$ cat src/rtl/decoder_138_seq.sv
// rtl/decoder_138_seq.sv - registered 3-to-8 active-low decoder with 74HC138 enables and scan mode
module decoder_138_seq #(
    parameter int DWELL = 4,
    parameter int CNT_W = 8
) (
    input  logic       clk,
    input  logic       rst,
    input  logic       E1_n,
    input  logic       E2_n,
    input  logic       E3,
    input  logic       mode,
    input  logic [2:0] A,
    input  logic       GS_n,
    output logic [7:0] Y,
    output logic [2:0] addr_q,
    output logic       wrap,
    output logic       active
);

    typedef enum logic [1:0] {
        S_IDLE   = 2'd0,
        S_DIRECT = 2'd1,
        S_SCAN   = 2'd2,
        S_PAUSE  = 2'd3
    } state_t;

    localparam logic [CNT_W-1:0] LAST = CNT_W'(DWELL - 1);

    state_t           state;
    logic [CNT_W-1:0] cnt;
    logic             en;
    logic [7:0]       y_dir;
    logic             last;
    logic [CNT_W-1:0] cnt_step;
    logic [2:0]       addr_step;
    logic [7:0]       y_step;
    logic             wrap_step;

    assign en        = ~E1_n & ~E2_n & E3;
    assign y_dir     = GS_n ? 8'hFF : ~(8'h01 << A);
    assign last      = (cnt == LAST);
    assign cnt_step  = last ? '0 : cnt + 1'b1;
    assign addr_step = last ? addr_q + 3'd1 : addr_q;
    assign y_step    = ~(8'h01 << addr_step);
    assign wrap_step = last && (addr_q == 3'd7);

    // Each branch loads Y and active together so active always mirrors Y != FF.
    always_ff @(posedge clk) begin
        if (rst) begin
            state  <= S_IDLE;
            cnt    <= '0;
            Y      <= 8'hFF;
            addr_q <= 3'd0;
            wrap   <= 1'b0;
            active <= 1'b0;
        end else begin
            wrap <= 1'b0;
            if (!en) begin
                Y      <= 8'hFF;
                active <= 1'b0;
                if (state == S_SCAN || state == S_PAUSE) begin
                    state <= S_PAUSE;
                end else begin
                    state <= S_IDLE;
                    cnt   <= '0;
                end
            end else if (!mode) begin
                state  <= S_DIRECT;
                cnt    <= '0;
                Y      <= y_dir;
                active <= ~GS_n;
                if (!GS_n) addr_q <= A;
            end else if (state == S_SCAN || state == S_PAUSE) begin
                // Resuming from pause counts as a normal scan cycle.
                state  <= S_SCAN;
                cnt    <= cnt_step;
                addr_q <= addr_step;
                Y      <= y_step;
                wrap   <= wrap_step;
                active <= 1'b1;
            end else begin
                state  <= S_SCAN;
                cnt    <= '0;
                addr_q <= 3'd0;
                Y      <= 8'hFE;
                active <= 1'b1;
            end
        end
    end

endmodule

$ cat config.mk
export PLATFORM = sky130hd
export DESIGN_NAME = decoder_138_seq
export DESIGN_NICKNAME = d
export VERILOG_FILES = /design/src/rtl/decoder_138_seq.sv
export SDC_FILE = /design/constraint.sdc
export NUM_CORES = 1
export LEC_CHECK = 0
export CAP_MARGIN = 15
export CORE_MARGIN = 5
export CORE_UTILIZATION = 45
export DETAILED_ROUTE_END_ITERATION = 8
export GPL_TIMING_DRIVEN = 1
export MAX_ROUTING_LAYER = met4
export PLACE_DENSITY = 0.74
export SKIP_CTS_REPAIR_TIMING = 1
export SYNTH_ARGS = -nofsm -noshare
export SYNTH_HDL_FRONTEND = slang
export SYNTH_SLANG_ARGS = --single-unit
$ cat constraint.sdc
create_clock -name clk -period 1.9 [get_ports clk]
set_clock_uncertainty 0.2 [all_clocks]
set_input_delay 0.19 -clock clk [delete_from_list [all_inputs] [get_ports clk]]
set_output_delay 0.19 -clock clk [all_outputs]
set_load 0.02 [all_outputs]
==> metrics, run 1 <==
result of the run finished, violations left; violations in the final reports setup timing; drt initial violations 25; start-to-end type of the worst setup path reg2reg; area of the core 2450 um2; Mapped Cells 131; fmax 0.525 GHz; transition time at the pin with the least slew margin 0.343 ns; Static Leakage 0.604 nW; cts bufs inserted 3; number of global-route vias before repair 1119; most common cell in the synthesized netlist sky130_fd_sc_hd__dfxtp_1; total DRC errors in the routed layout 0; io pins 23; Power Total 0.796 mW; highest-delay cell along the critical path sky130_fd_sc_hd__dfxtp_2; ordered list of cells on the worst path ha_4 > nor4b_4 > nand2_4 > mux2i_4 > or2_4 > a311oi_2; Die Y 60.3 um; Final Wtd Congestion 0.882; clock slew at the register clock pins of the worst setup and hold paths 0.13 ns; Mean Syn Cell Area 8.68 um2; buffers added on ports 22; post-DP HPWL 2390 um; ratio of cells with drive above 1 in the final layout 25.4%; number of warnings printed during yosys synthesis 0; Slew Limit Headroom 77.0%; Placed Area 1560 um2; Yosys reg bits 22; Hold Vio Cnt, Final 0; maximum VDD drop 0.334 mV; Final setup viols 1; average wire per standard cell 14.9 um; top cell type by total area after synthesis sky130_fd_sc_hd__dfxtp_1; arrival time at the worst endpoint 1.94 ns; initial cell density of the core 46.3%; startpoint type of the worst setup path register; maximum clock insertion buffer count 2; Register Area 443 um2; count of maximum capacitance violations 0; class of the worst hold path in2reg; Power per Cell Area 488 nW/um2; pin count of the biggest net entering global routing 12; largest incremental delay on the critical path 0.38 ns; net count after synthesis 144; antenna diode count 0; unrepaired setup endpoints after global routing yes; total detailed-routing wirelength 3020 um; total standard cell area after synthesis 1140 um2; final instance area 1630 um2; Synth area leaders sky130_fd_sc_hd__dfxtp_1 (39%), sky130_fd_sc_hd__nor2_1 (4.6%), sky130_fd_sc_hd__nor3_1 (4.4%), sky130_fd_sc_hd__nand2_1 (4.3%), sky130_fd_sc_hd__xnor2_1 (3.9%); total number of vias 1093; min cycle time layout 1.91 ns; category of cells accounting for the largest share of critical-path delay simple AND/OR/NAND/NOR gates; worst-path fanout max 7; Final nets 188; initial antenna violation count 0; global-route wire length before repair 4800 um; Layout area overhead 43.2%; clock sink total 22; register area share after synthesis 38.7%; Initial DRT Pass Iterations 5; fill count 200; clock tree from TritonCTS built; aggregate global routing overflow 0; GRT Total Usage 18.3%; Crit. End Element register; count of cell types in the netlist 37; horizontal die dimension 60.3 um; area of the multi-input gates 734 um2; Std-Cell Rows 18; average via count per standard cell 5.38; H-tree lvl count 1; final critical-path share of the clock period 100%; top_reg_cell synth sky130_fd_sc_hd__dfxtp_1; required time of the critical path 1.93 ns; commonest cells in the synthesized netlist sky130_fd_sc_hd__dfxtp_1 (22), sky130_fd_sc_hd__nor2_1 (14), sky130_fd_sc_hd__nand2_1 (13); fin. max-slew vios 0; EDFF count, synth 0; clock insertion delay at the later pin of the skew report 0.31 ns; CTS root buffer sky130_fd_sc_hd__clkbuf_4; Async SR Flop Fraction 0%; DRT antenna net count 0; crit path setup slack, layout -0.00587 ns; die outline area 3630 um2; Yosys top cell area share 38.7%; number of buffers and inverters on the critical path 0
-- worst reg2reg max path: cells and delay by family (launching register included) --
kind	cells	cell delay [ns]
AO/OA/AOI/OAI	1	0.24
adder cells (fa/ha/maj)	1	0.14
flip-flops	1	0.38
multiplexers	1	0.24
AND/OR/NAND/NOR	3	0.63
-- per-layer routing --
metal  track usage (%)  part of all wire (%)  vias up
met4              8.23                   1.6        0
met5                 -                     0        -
met3              4.75                   4.2        6
met2              32.7                    54       30
met1              18.4                    40      507
li1                  -                     -      550
-- final timing paths --
kind,start,slack (ns),cells past startpoint,endpoint
hold / removal,mode,0.36,3,state[1]
setup / recovery,cnt[1],-0.006,6,addr_q[2]
setup reg to reg,cnt[1],-0.006,6,addr_q[2]
hold reg to reg,cnt[7],0.36,1,cnt[7]
-- sequential cells by signal, indices dropped and copies added, names as in the netlist --
signal	cells
Y	8
state	1
addr_q	3
active	1
cnt	8
wrap	1
-- final cells by class --
type / count / area share (%)
Clock buffer: 3 / 1.38
Multi-Input combinational cell: 102 / 45.1
Timing Repair Buffer: 43 / 23.3
Tap cell: 30 / 2.30
Sequential cell: 22 / 27.2
Inverter: 3 / 0.691
-- power by group --
group          switching, mW  internal, mW
Clock                  0.136        0.0739
Sequential           0.00359         0.466
Combinational         0.0597        0.0570
-- per-stage QoR --
stage / std cells / setup TNS, ns / worst slack, ns / utilization (%) / hold slack (ns)
floorplan: 131 / 0 / 0.0495 / - / 0.0616
global placement: 200 / -0.644 / -0.131 / 63.4 / 0.334
detailed placement: 200 / -1.05 / -0.173 / 63.4 / 0.346
CTS: 203 / -0.450 / -0.133 / 64.3 / 0.338
global route: 203 / -0.269 / -0.0946 / 66.4 / 0.377
finish: 203 / -0.00587 / -0.00587 / 66.4 / 0.363
-- cells in the final DEF, fill, tap and decap left out, drive strengths merged, types with 2 or more instances in the layout --
master         count
a21oi              7
a311oi             3
and2               2
and3               3
buf               21
clkbuf             3
clkdlybuf4s50     21
dfxtp             22
ha                 3
inv                3
mux2               2
mux2i              5
nand2             14
nand2b             3
nand4              2
nor2              15
nor2b              3
nor3              10
nor3b              5
nor4b              2
o21ai              8
or2                2
or3b               2
xnor2              5
-- kinds of logic (layout without fill, tap and decap cells) --
| logic type | after synthesis | after routing | share of synthesized area, % |
|---|---|---|---|
| compound gates | 22 | 22 | 12.0 |
| buf+inv | 7 | 49 | 3.08 |
| flops | 22 | 22 | 38.7 |
| fa+ha+maj | 3 | 3 | 3.30 |
| simple gates | 65 | 65 | 31.6 |
| xor+xnor | 5 | 5 | 3.85 |
| mux | 7 | 7 | 7.48 |
No activity file was read; power rests on OpenSTA's default activity.
==> run 2: changes to the inputs <==
==> constraint.sdc (replaced) <==
create_clock -name clk -period 1.9 [get_ports clk]
set_clock_uncertainty 0.2 [all_clocks]
set_input_delay 0.19 -clock clk [delete_from_list [all_inputs] [get_ports clk]]
set_output_delay 0.19 -clock clk [all_outputs]
set_load 0.1 [all_outputs]
==> metrics, run 2 (synthesized netlist as in run 1, its figures left out) <==
maximum VDD drop 0.391 mV; most frequent cells in the layout sky130_fd_sc_hd__buf_4 (28), sky130_fd_sc_hd__dfxtp_1 (17), sky130_fd_sc_hd__nor2_1 (14); class of the worst hold path reg2reg; fill count 211; Layout area overhead 44.3%; average via count per standard cell 5.46; ratio of cells with drive above 1 in the final layout 35.1%; clock slew at the register clock pins of the worst setup and hold paths 0.12 ns; amount of wire on met2 after detailed routing 1450 um; number of global-route vias before repair 1016; unrepaired setup endpoints after global routing yes; ordered list of cells on the worst path ha_4 > nor4b_4 > nand2_4 > mux2i_4 > or2_4 > a311oi_2; detailed-route wire length on metal 1 1120 um; clock tree from TritonCTS built; average wire per standard cell 13.3 um; area of the core 2450 um2; count of maximum capacitance violations 0; buffers added on ports 22; antenna diode count 0; uppermost layer routed met4; largest incremental delay on the critical path 0.37 ns; maximum clock insertion buffer count 2; pin count of the biggest net entering global routing 14; min cycle time layout 1.87 ns; number of buffers and inverters on the critical path 0; worst reg2reg startpoint cnt[1]; Final Wtd Congestion 0.862; total number of vias 1097; clock insertion delay at the later pin of the skew report 0.30 ns; register-to-register setup slack 0.03 ns; fmax 0.536 GHz; Final setup viols 0; initial antenna violation count 0; most frequent standard cell in the layout excluding fill and tap cells sky130_fd_sc_hd__buf_4; destination of the critical timing path addr_q[2]; horizontal die dimension 60.3 um; Worst R2R End addr_q[2]; worst-path fanout max 7; Die Y 60.3 um; Crit. End Element register; Register Area 452 um2; total DRC errors in the routed layout 0; largest registers Y x8, cnt x8, addr_q x3; initial cell density of the core 46.3%; Final nets 185; arrival time at the worst endpoint 1.89 ns; Final Core Density 66.9%; Hold Vio Cnt, Final 0; Met3 Wirelength 105 um; final critical-path share of the clock period 98.2%; DRT antenna net count 0; fin. max-slew vios 0; Power per Cell Area 556 nW/um2; result of the run complete, no violations; total detailed-routing wirelength 2670 um; category of cells accounting for the largest share of critical-path delay simple AND/OR/NAND/NOR gates; required time of the critical path 1.92 ns; post-DP HPWL 2100 um; Cell Count, Final, Fillers Out 201; number of instances in the placed design 195; Initial DRT Pass Iterations 4; Static Leakage 0.596 nW; global-route wire length before repair 4310 um; H-tree lvl count 1; die outline area 3630 um2; CTS root buffer sky130_fd_sc_hd__clkbuf_4; io pins 23; depth of the worst register-to-register path 6; drt initial violations 31; Slew Limit Headroom 74.7%; highest-delay cell along the critical path sky130_fd_sc_hd__dfxtp_2; Std-Cell Rows 18; aggregate global routing overflow 0; area of the multi-input gates 733 um2; clock sink total 22; origin of the worst setup path cnt[1]; cts bufs inserted 3; instance count on the critical path 6; start-to-end type of the worst setup path reg2reg; startpoint type of the worst setup path register; GRT Total Usage 16.1%; transition time at the pin with the least slew margin 0.377 ns
## run 2: worst min path at each step
stage | start | to | slack, ns | depth (start not counted)
final | addr_q[1] | addr_q[1] | 0.37 | 2
after global routing | addr_q[1] | addr_q[1] | 0.40 | 2
after CTS | A[2] | addr_q[2] | 0.36 | 3
after detailed placement | addr_q[1] | addr_q[1] | 0.35 | 2
after global placement | cnt[7] | cnt[7] | 0.32 | 1
after floorplan | rst | active | 0.06 | 1
## run 2: routing by layer
metal,vias to the layer above,GRT usage [%]
met2,31,29.9
met1,516,18.0
li1,548,-
met5,-,-
met4,0,1.90
met3,2,3.24
## run 2: metrics by stage
stage | hold slack, ns | area (um2) | setup TNS [ns] | setup slack [ns] | power (mW)
global placement | 0.324 | 1530 | -0.936 | -0.186 | 0.614
detailed placement | 0.349 | 1530 | -1.20 | -0.219 | 0.616
floorplan | 0.0616 | 1170 | 0 | 0.0102 | 0.555
CTS | 0.356 | 1580 | -0.0335 | -0.0335 | 0.915
finish | 0.368 | 1640 | 0 | 0.0333 | 0.912
global route | 0.396 | 1640 | -0.136 | -0.0724 | 0.953
## run 2: report_power, final
part	internal, mW	switching, mW	total, mW
registers	0.465	0.00600	0.471
logic	0.0610	0.0799	0.141
clock network	0.160	0.140	0.301
## run 2: layout make-up
cell class / instances / area share (%)
clock buffers: 4 / 2.90
inverters: 3 / 0.686
multi-input cells: 102 / 44.7
repair buffers: 40 / 22.0
well taps: 30 / 2.29
flip-flops and latches: 22 / 27.5
## run 2: worst min-delay path: stages, from the launching register on
cell and delay [ns]:
sky130_fd_sc_hd__dfxtp_4 0.40, sky130_fd_sc_hd__nor2_1 0.10, sky130_fd_sc_hd__nor3_1 0.04
